## config.mk

```make
export PLATFORM = sky130hd
export DESIGN_NAME = lives_hud_ctrl
export DESIGN_NICKNAME = d
export VERILOG_FILES = /design/src/rtl/lives_hud_pkg.sv /design/src/rtl/lives_blink_fsm.sv /design/src/rtl/lives_hud_ctrl.sv
export SDC_FILE = /design/constraint.sdc
export NUM_CORES = 1
export LEC_CHECK = 0
export BUFFER_PORTS_ARGS = -buffer_cell sky130_fd_sc_hd__buf_2
export CAP_MARGIN = 30
export CORE_ASPECT_RATIO = 0.9
export CORE_UTILIZATION = 50
export DETAILED_ROUTE_END_ITERATION = 10
export PLACE_DENSITY_LB_ADDON = 0.25
export SLEW_MARGIN = 0
export SYNTH_ARGS = -nofsm -noshare
export SYNTH_HDL_FRONTEND = slang
export SYNTH_SLANG_ARGS = --single-unit
```

## constraint.sdc

```tcl
create_clock -name clk -period 2.2 [get_ports clk]
set_input_delay 0.33 -clock clk [delete_from_list [all_inputs] [get_ports clk]]
set_output_delay 0.33 -clock clk [all_outputs]
set_load 0.005 [all_outputs]
```

## src/rtl/lives_hud_pkg.sv

```systemverilog
// Shared types and geometry helpers for the lives HUD controller.
package lives_hud_pkg;

    typedef enum logic {IDLE, BLINK} blink_state_t;

    function automatic int sprite_side(input int address);
        return 1 << (address / 2);
    endfunction

    localparam int SPRITE_SIDE = sprite_side(8);

    function automatic int slot_left(input int k, input int origin_x, input int spacing);
        return origin_x + k * spacing;
    endfunction

endpackage

```

## src/rtl/lives_blink_fsm.sv

```systemverilog
// Blink sequencer for the icon of a just-lost life; steps once per frame.
module lives_blink_fsm
    import lives_hud_pkg::*;
#(
    parameter int MAX_LIVES    = 5,
    parameter int BLINK_FRAMES = 60,
    parameter int BLINK_HALF   = 8,
    localparam int LC_BITS     = $clog2(MAX_LIVES + 1)
) (
    input  logic               clk,
    input  logic               rst_n,
    input  logic               frame_start,
    input  logic               life_lost,
    input  logic [LC_BITS-1:0] lives_count,
    output logic               blinking,
    output logic [LC_BITS-1:0] blink_slot,
    output logic               show
);

    localparam int FL_BITS = $clog2(BLINK_FRAMES + 1);
    localparam int HC_BITS = $clog2(BLINK_HALF + 1);

    blink_state_t        state;
    logic [FL_BITS-1:0]  frames_left;
    logic [HC_BITS-1:0]  half_cnt;

    // NOTE: state registers use non-blocking assignments so every flop samples pre-edge values.
    always_ff @(posedge clk or negedge rst_n) begin
        if (!rst_n) begin
            state       <= IDLE;
            blink_slot  <= '0;
            frames_left <= '0;
            half_cnt    <= '0;
            show        <= 1'b0;
        end else if (life_lost && lives_count < LC_BITS'(MAX_LIVES)) begin
            // A new loss always restarts, even on a frame_start cycle.
            state       <= BLINK;
            blink_slot  <= lives_count;
            frames_left <= FL_BITS'(BLINK_FRAMES);
            half_cnt    <= '0;
            show        <= 1'b0;
        end else if (state == BLINK && frame_start) begin
            if (frames_left == FL_BITS'(1)) begin
                state <= IDLE;
                show  <= 1'b0;
            end else begin
                frames_left <= frames_left - 1'b1;
                if (half_cnt == HC_BITS'(BLINK_HALF - 1)) begin
                    half_cnt <= '0;
                    show     <= ~show;
                end else begin
                    half_cnt <= half_cnt + 1'b1;
                end
            end
        end
    end

    assign blinking = (state == BLINK);

endmodule

```

## src/rtl/lives_hud_ctrl.sv

```systemverilog
// Lives HUD: frame-latched life count, slot decode and 2-stage sprite pipeline.
module lives_hud_ctrl
    import lives_hud_pkg::*;
#(
    parameter int ADDRESS       = 8,
    parameter int COLOR_BITS    = 24,
    parameter int X_BITS        = 10,
    parameter int Y_BITS        = 10,
    parameter int ORIGIN_X      = 8,
    parameter int ORIGIN_Y      = 8,
    parameter int SPACING       = 20,
    parameter int MAX_LIVES     = 5,
    parameter int BLINK_FRAMES  = 60,
    parameter int BLINK_HALF    = 8,
    parameter logic [COLOR_BITS-1:0] TRANSPARENT = '0,
    localparam int LC_BITS      = $clog2(MAX_LIVES + 1)
) (
    input  logic                  clk,
    input  logic                  rst_n,
    input  logic                  frame_start,
    input  logic                  pix_valid,
    input  logic [X_BITS-1:0]     pix_x,
    input  logic [Y_BITS-1:0]     pix_y,
    input  logic [LC_BITS-1:0]    lives_count,
    input  logic                  life_lost,
    output logic [ADDRESS-1:0]    rom_addr,
    input  logic [COLOR_BITS-1:0] rom_data,
    output logic [COLOR_BITS-1:0] rgb_out,
    output logic                  hit_out,
    output logic                  out_valid,
    output logic                  blinking
);

    localparam int SW   = sprite_side(ADDRESS);
    localparam int HALF = ADDRESS / 2;

    logic [LC_BITS-1:0] lives_frame;
    logic [LC_BITS-1:0] blink_slot;
    logic               show;

    lives_blink_fsm #(
        .MAX_LIVES    (MAX_LIVES),
        .BLINK_FRAMES (BLINK_FRAMES),
        .BLINK_HALF   (BLINK_HALF)
    ) u_blink (
        .clk         (clk),
        .rst_n       (rst_n),
        .frame_start (frame_start),
        .life_lost   (life_lost),
        .lives_count (lives_count),
        .blinking    (blinking),
        .blink_slot  (blink_slot),
        .show        (show)
    );

    always_ff @(posedge clk or negedge rst_n) begin
        if (!rst_n)
            lives_frame <= '0;
        else if (frame_start)
            lives_frame <= (lives_count > LC_BITS'(MAX_LIVES)) ? LC_BITS'(MAX_LIVES) : lives_count;
    end

    // Signed offsets: a negative difference means the pixel is left of / above the slot.
    logic signed [Y_BITS:0] dy;
    logic                   y_in;
    assign dy   = $signed({1'b0, pix_y}) - $signed((Y_BITS + 1)'(ORIGIN_Y));
    assign y_in = !dy[Y_BITS] && (dy[Y_BITS-1:0] < Y_BITS'(SW));

    logic signed [X_BITS:0] dx [MAX_LIVES];
    logic [MAX_LIVES-1:0]   slot_in;
    logic [MAX_LIVES-1:0]   slot_vis;

    for (genvar k = 0; k < MAX_LIVES; k++) begin : g_slot
        assign dx[k]       = $signed({1'b0, pix_x})
                           - $signed((X_BITS + 1)'(slot_left(k, ORIGIN_X, SPACING)));
        assign slot_in[k]  = !dx[k][X_BITS] && (dx[k][X_BITS-1:0] < X_BITS'(SW));
        assign slot_vis[k] = (LC_BITS'(k) < lives_frame)
                           || (blinking && blink_slot == LC_BITS'(k) && show);
    end

    logic               s1_hit_nxt;
    logic [ADDRESS-1:0] s1_addr_nxt;

    // NOTE: every combinational output gets a default first, so no path leaves it unassigned (no latch).
    always_comb begin
        s1_hit_nxt  = 1'b0;
        s1_addr_nxt = '0;
        for (int k = 0; k < MAX_LIVES; k++) begin
            if (pix_valid && y_in && slot_in[k] && slot_vis[k]) begin
                s1_hit_nxt  = 1'b1;
                s1_addr_nxt = {dy[HALF-1:0], dx[k][HALF-1:0]};
            end
        end
    end

    logic s1_hit;
    logic s1_valid;

    always_ff @(posedge clk or negedge rst_n) begin
        if (!rst_n) begin
            rom_addr  <= '0;
            s1_hit    <= 1'b0;
            s1_valid  <= 1'b0;
            rgb_out   <= '0;
            hit_out   <= 1'b0;
            out_valid <= 1'b0;
        end else begin
            rom_addr  <= s1_addr_nxt;
            s1_hit    <= s1_hit_nxt;
            s1_valid  <= pix_valid;
            rgb_out   <= s1_hit ? rom_data : '0;
            hit_out   <= s1_hit && (rom_data != TRANSPARENT);
            out_valid <= s1_valid;
        end
    end

endmodule

```

==> qor.yml <==
crit_type: "reg -> reg"
total_power_mw: 2.044
critPathSlowestCell: "a2111oi_4"
grt_max_degree: 49
grt_antenna_before_repair: 0
place_area_um2: 3139
drv_slew: 0
dieArea_um2: 5472
synth_edf_count: 0
drtIter0Drc: 83
worstPathRequired_ns: 2.45
die_w_um: 77.87
fill_cells: 409
hold_viol: 0
clock_latency_ns: 0.30
startpoint_type: "flop"
drcViolationCount: 0
firstDrtPassIters: 4
dp_hpwl_um: 4065
comb_power_share: 0.149
cp-end-kind: "flop"
max_freq_mhz: 509.7
p_per_area_nw_per_um2: 627.7
place_congestion: 0.8194
p_clk_frac: 0.318
ctsLongestPathBuffers: 2
rsz0062_at_grt: "false"
ys_dominant_reg_cell: "dfrtp_1"
root_buffer: "clkbuf_8"
grt_pass1_wl_um: 9101
worst_pin_slew_ns: 0.5966
vdd_drop_max_mv: 0.4811
synth-seq-area-share: 0.5217
power_frac_seq: 0.533
maxCapViolations: 0
mostFrequentLayoutCells: "buf_2, dfrtp_1, and2_1"
cts_made_buffers: 5
sw_frac_of_total: 0.2570
path_cells: "nor2b_2 > nand4b_1 > a2111oi_4 > nor2_1 > a31oi_2 > and2_1"
final_layout_size_suffix_gt1_frac: 0.3314
hp-class: "in -> reg"
grt_overflow_total: 0
p_switching_uw: 525.3
synth.net_count: 306
grt_pass1_vias: 2093
htree_levels: 2
clock-sinks: 54
initial_core_util: 0.5259
netlist_area_um2: 2590
wl_per_cell_um: 13.20
yosys_warnings: 0
p_int_mw: 1.519
routed.top_layer: "met4"
fin_setup_tns_ns: 0
port_buffers: 86
synthCells: 245
outcome: "complete, no violations"
setup_violations: 0
row_count: 24
critPathMaxFanout: 7
routed_via_density: 5.204
period_share: 0.8919
m1WireLength_um: 2482
critPathArrivalTime_ns: 2.21
core-area_um2: 4925
max_slew_margin: 0.6005
cpPeakStageDelay_ns: 0.45
via_count: 2113
ant_nets: 0
dieHeight_um: 70.28
syn_area_per_cell_um2: 10.57
yosys_register_bits: 54
wirelength_um: 5359
clkTransAtPathRegs_ns: 0.09
fin_skew_ns: 0.008449
yosysUniqueCellTypes: 52
syn_to_final_growth_pct: 25.75
final_common_cell: "buf_2"
met2_wirelength_um: 2409
period_needed_ns: 1.962
antenna_cells: 0
wl_met3_um: 391
grt_util_all_layers: 0.2152
p_leak_nw: 1.660
final_design_area_no_fill_um2: 3257
boundaryPins: 87
cts_tree: "built"
synthArstFlopShare: 1.000
nNetsFinal: 402
flip-flops by register name, indices dropped and copies added, names as in the netlist:
name                 flops
rom_addr                 8
u_blink.blink_slot       3
lives_frame              3
s1_valid                 1
s1_hit                   1
u_blink.blinking         1
u_blink.half_cnt         4
out_valid                1
u_blink.frames_left      6
u_blink.show             1
rgb_out                 24
hit_out                  1
final cells by class:
cell class                 count  area, µm²  share of cell area
clock inverter                 2      38.79             0.01191
clock buffer                   5      68.82             0.02113
inverter                      11      41.29             0.01268
sequential                    54       1351              0.4149
multi-input combinational    175       1170              0.3592
tap                           65      81.33             0.02497
timing repair buffer          94      505.5              0.1552
cells by family (layout without fill, tap and decap cells):
| kind of cell | count (synthesis) | count (layout) | share of synthesized area |
|---|---|---|---|
| and+or+nand+nor | 112 | 112 | 0.2411 |
| adders and majority gates | 9 | 9 | 0.04348 |
| buffers and inverters | 16 | 112 | 0.02657 |
| DFF | 54 | 54 | 0.5217 |
| AOI/OAI and AO/OA | 42 | 42 | 0.1246 |
| xor gates and xnor gates | 9 | 9 | 0.03043 |
| muxes | 3 | 3 | 0.01208 |
through the flow:
| stage | util | hold slack, ns | cells | setup WS (ns) |
|---|---|---|---|---|
| 6_report | 0.6613 | 0.1388 | 406 | 0.2379 |
| 4_1_cts | 0.6613 | 0.1254 | 406 | 0.2439 |
| 5_1_grt | 0.6613 | 0.1228 | 406 | 0.07019 |
| 2_1_floorplan | - | 0.03441 | 245 | 0.02020 |
| 3_5_place_dp | 0.6374 | 0.1874 | 398 | -0.08501 |
| 3_3_place_gp | 0.6374 | 0.1873 | 398 | 0.03236 |
metal layers:
layer  up-vias  track usage
li1       1040            -
met1       991       0.2758
met2        74       0.3392
met3         8      0.06928
met4         0      0.08176
met5         -            0
synthesized netlist by cell type (4+ instances only):
master,number,area [µm²]
o21ai_0,8,40.04
and2_1,33,206.5
ha_1,9,112.6
nor3_1,5,25.02
nand4_1,4,25.02
dfrtp_1,54,1351
xnor2_1,5,43.79
inv_1,11,41.29
xor2_1,4,35.03
a21oi_1,10,50.05
nor2_1,15,56.30
nor4_1,7,43.79
nor2b_1,4,25.02
nand2_1,27,101.4
worst paths after layout:
check | start | to | slack, ns | cells after the start
max | u_blink.show | rom_addr[4] | 0.24 | 6
min | pix_valid | s1_valid | 0.14 | 1
max reg2reg | u_blink.show | rom_addr[4] | 0.24 | 6
min reg2reg | s1_valid | out_valid | 0.36 | 0
max in group asynchronous | rst_n | rgb_out[3] | 1.33 | 3
min in group asynchronous | rst_n | rgb_out[8] | 0.39 | 2
worst max-delay path: cells and delay by family, from the launching register on:
family | cells | cell delay (ns)
AOI/OAI and AO/OA | 2 | 0.78
DFF | 1 | 0.38
and+or+nand+nor | 4 | 0.75
power groups by stage:
stage	Sequential [mW]	Combinational, mW	Clock, mW
final	1.09	0.304	0.650
after detailed placement	1.11	0.301	0
after floorplan	1.10	0.180	0
after global routing	1.10	0.348	0.703
after global placement	1.11	0.293	0
after CTS	1.09	0.307	0.669
timing repair:
item / 4_1_cts / 5_1_grt
buffers inserted: 0 / 0
hold buffers: 1 / 0
endpoints found under the hold margin: 6 / 0
endpoints found under the setup margin: 0 / 0
resized for setup: 0 / 0
No activity file was read; power rests on OpenSTA's default activity.
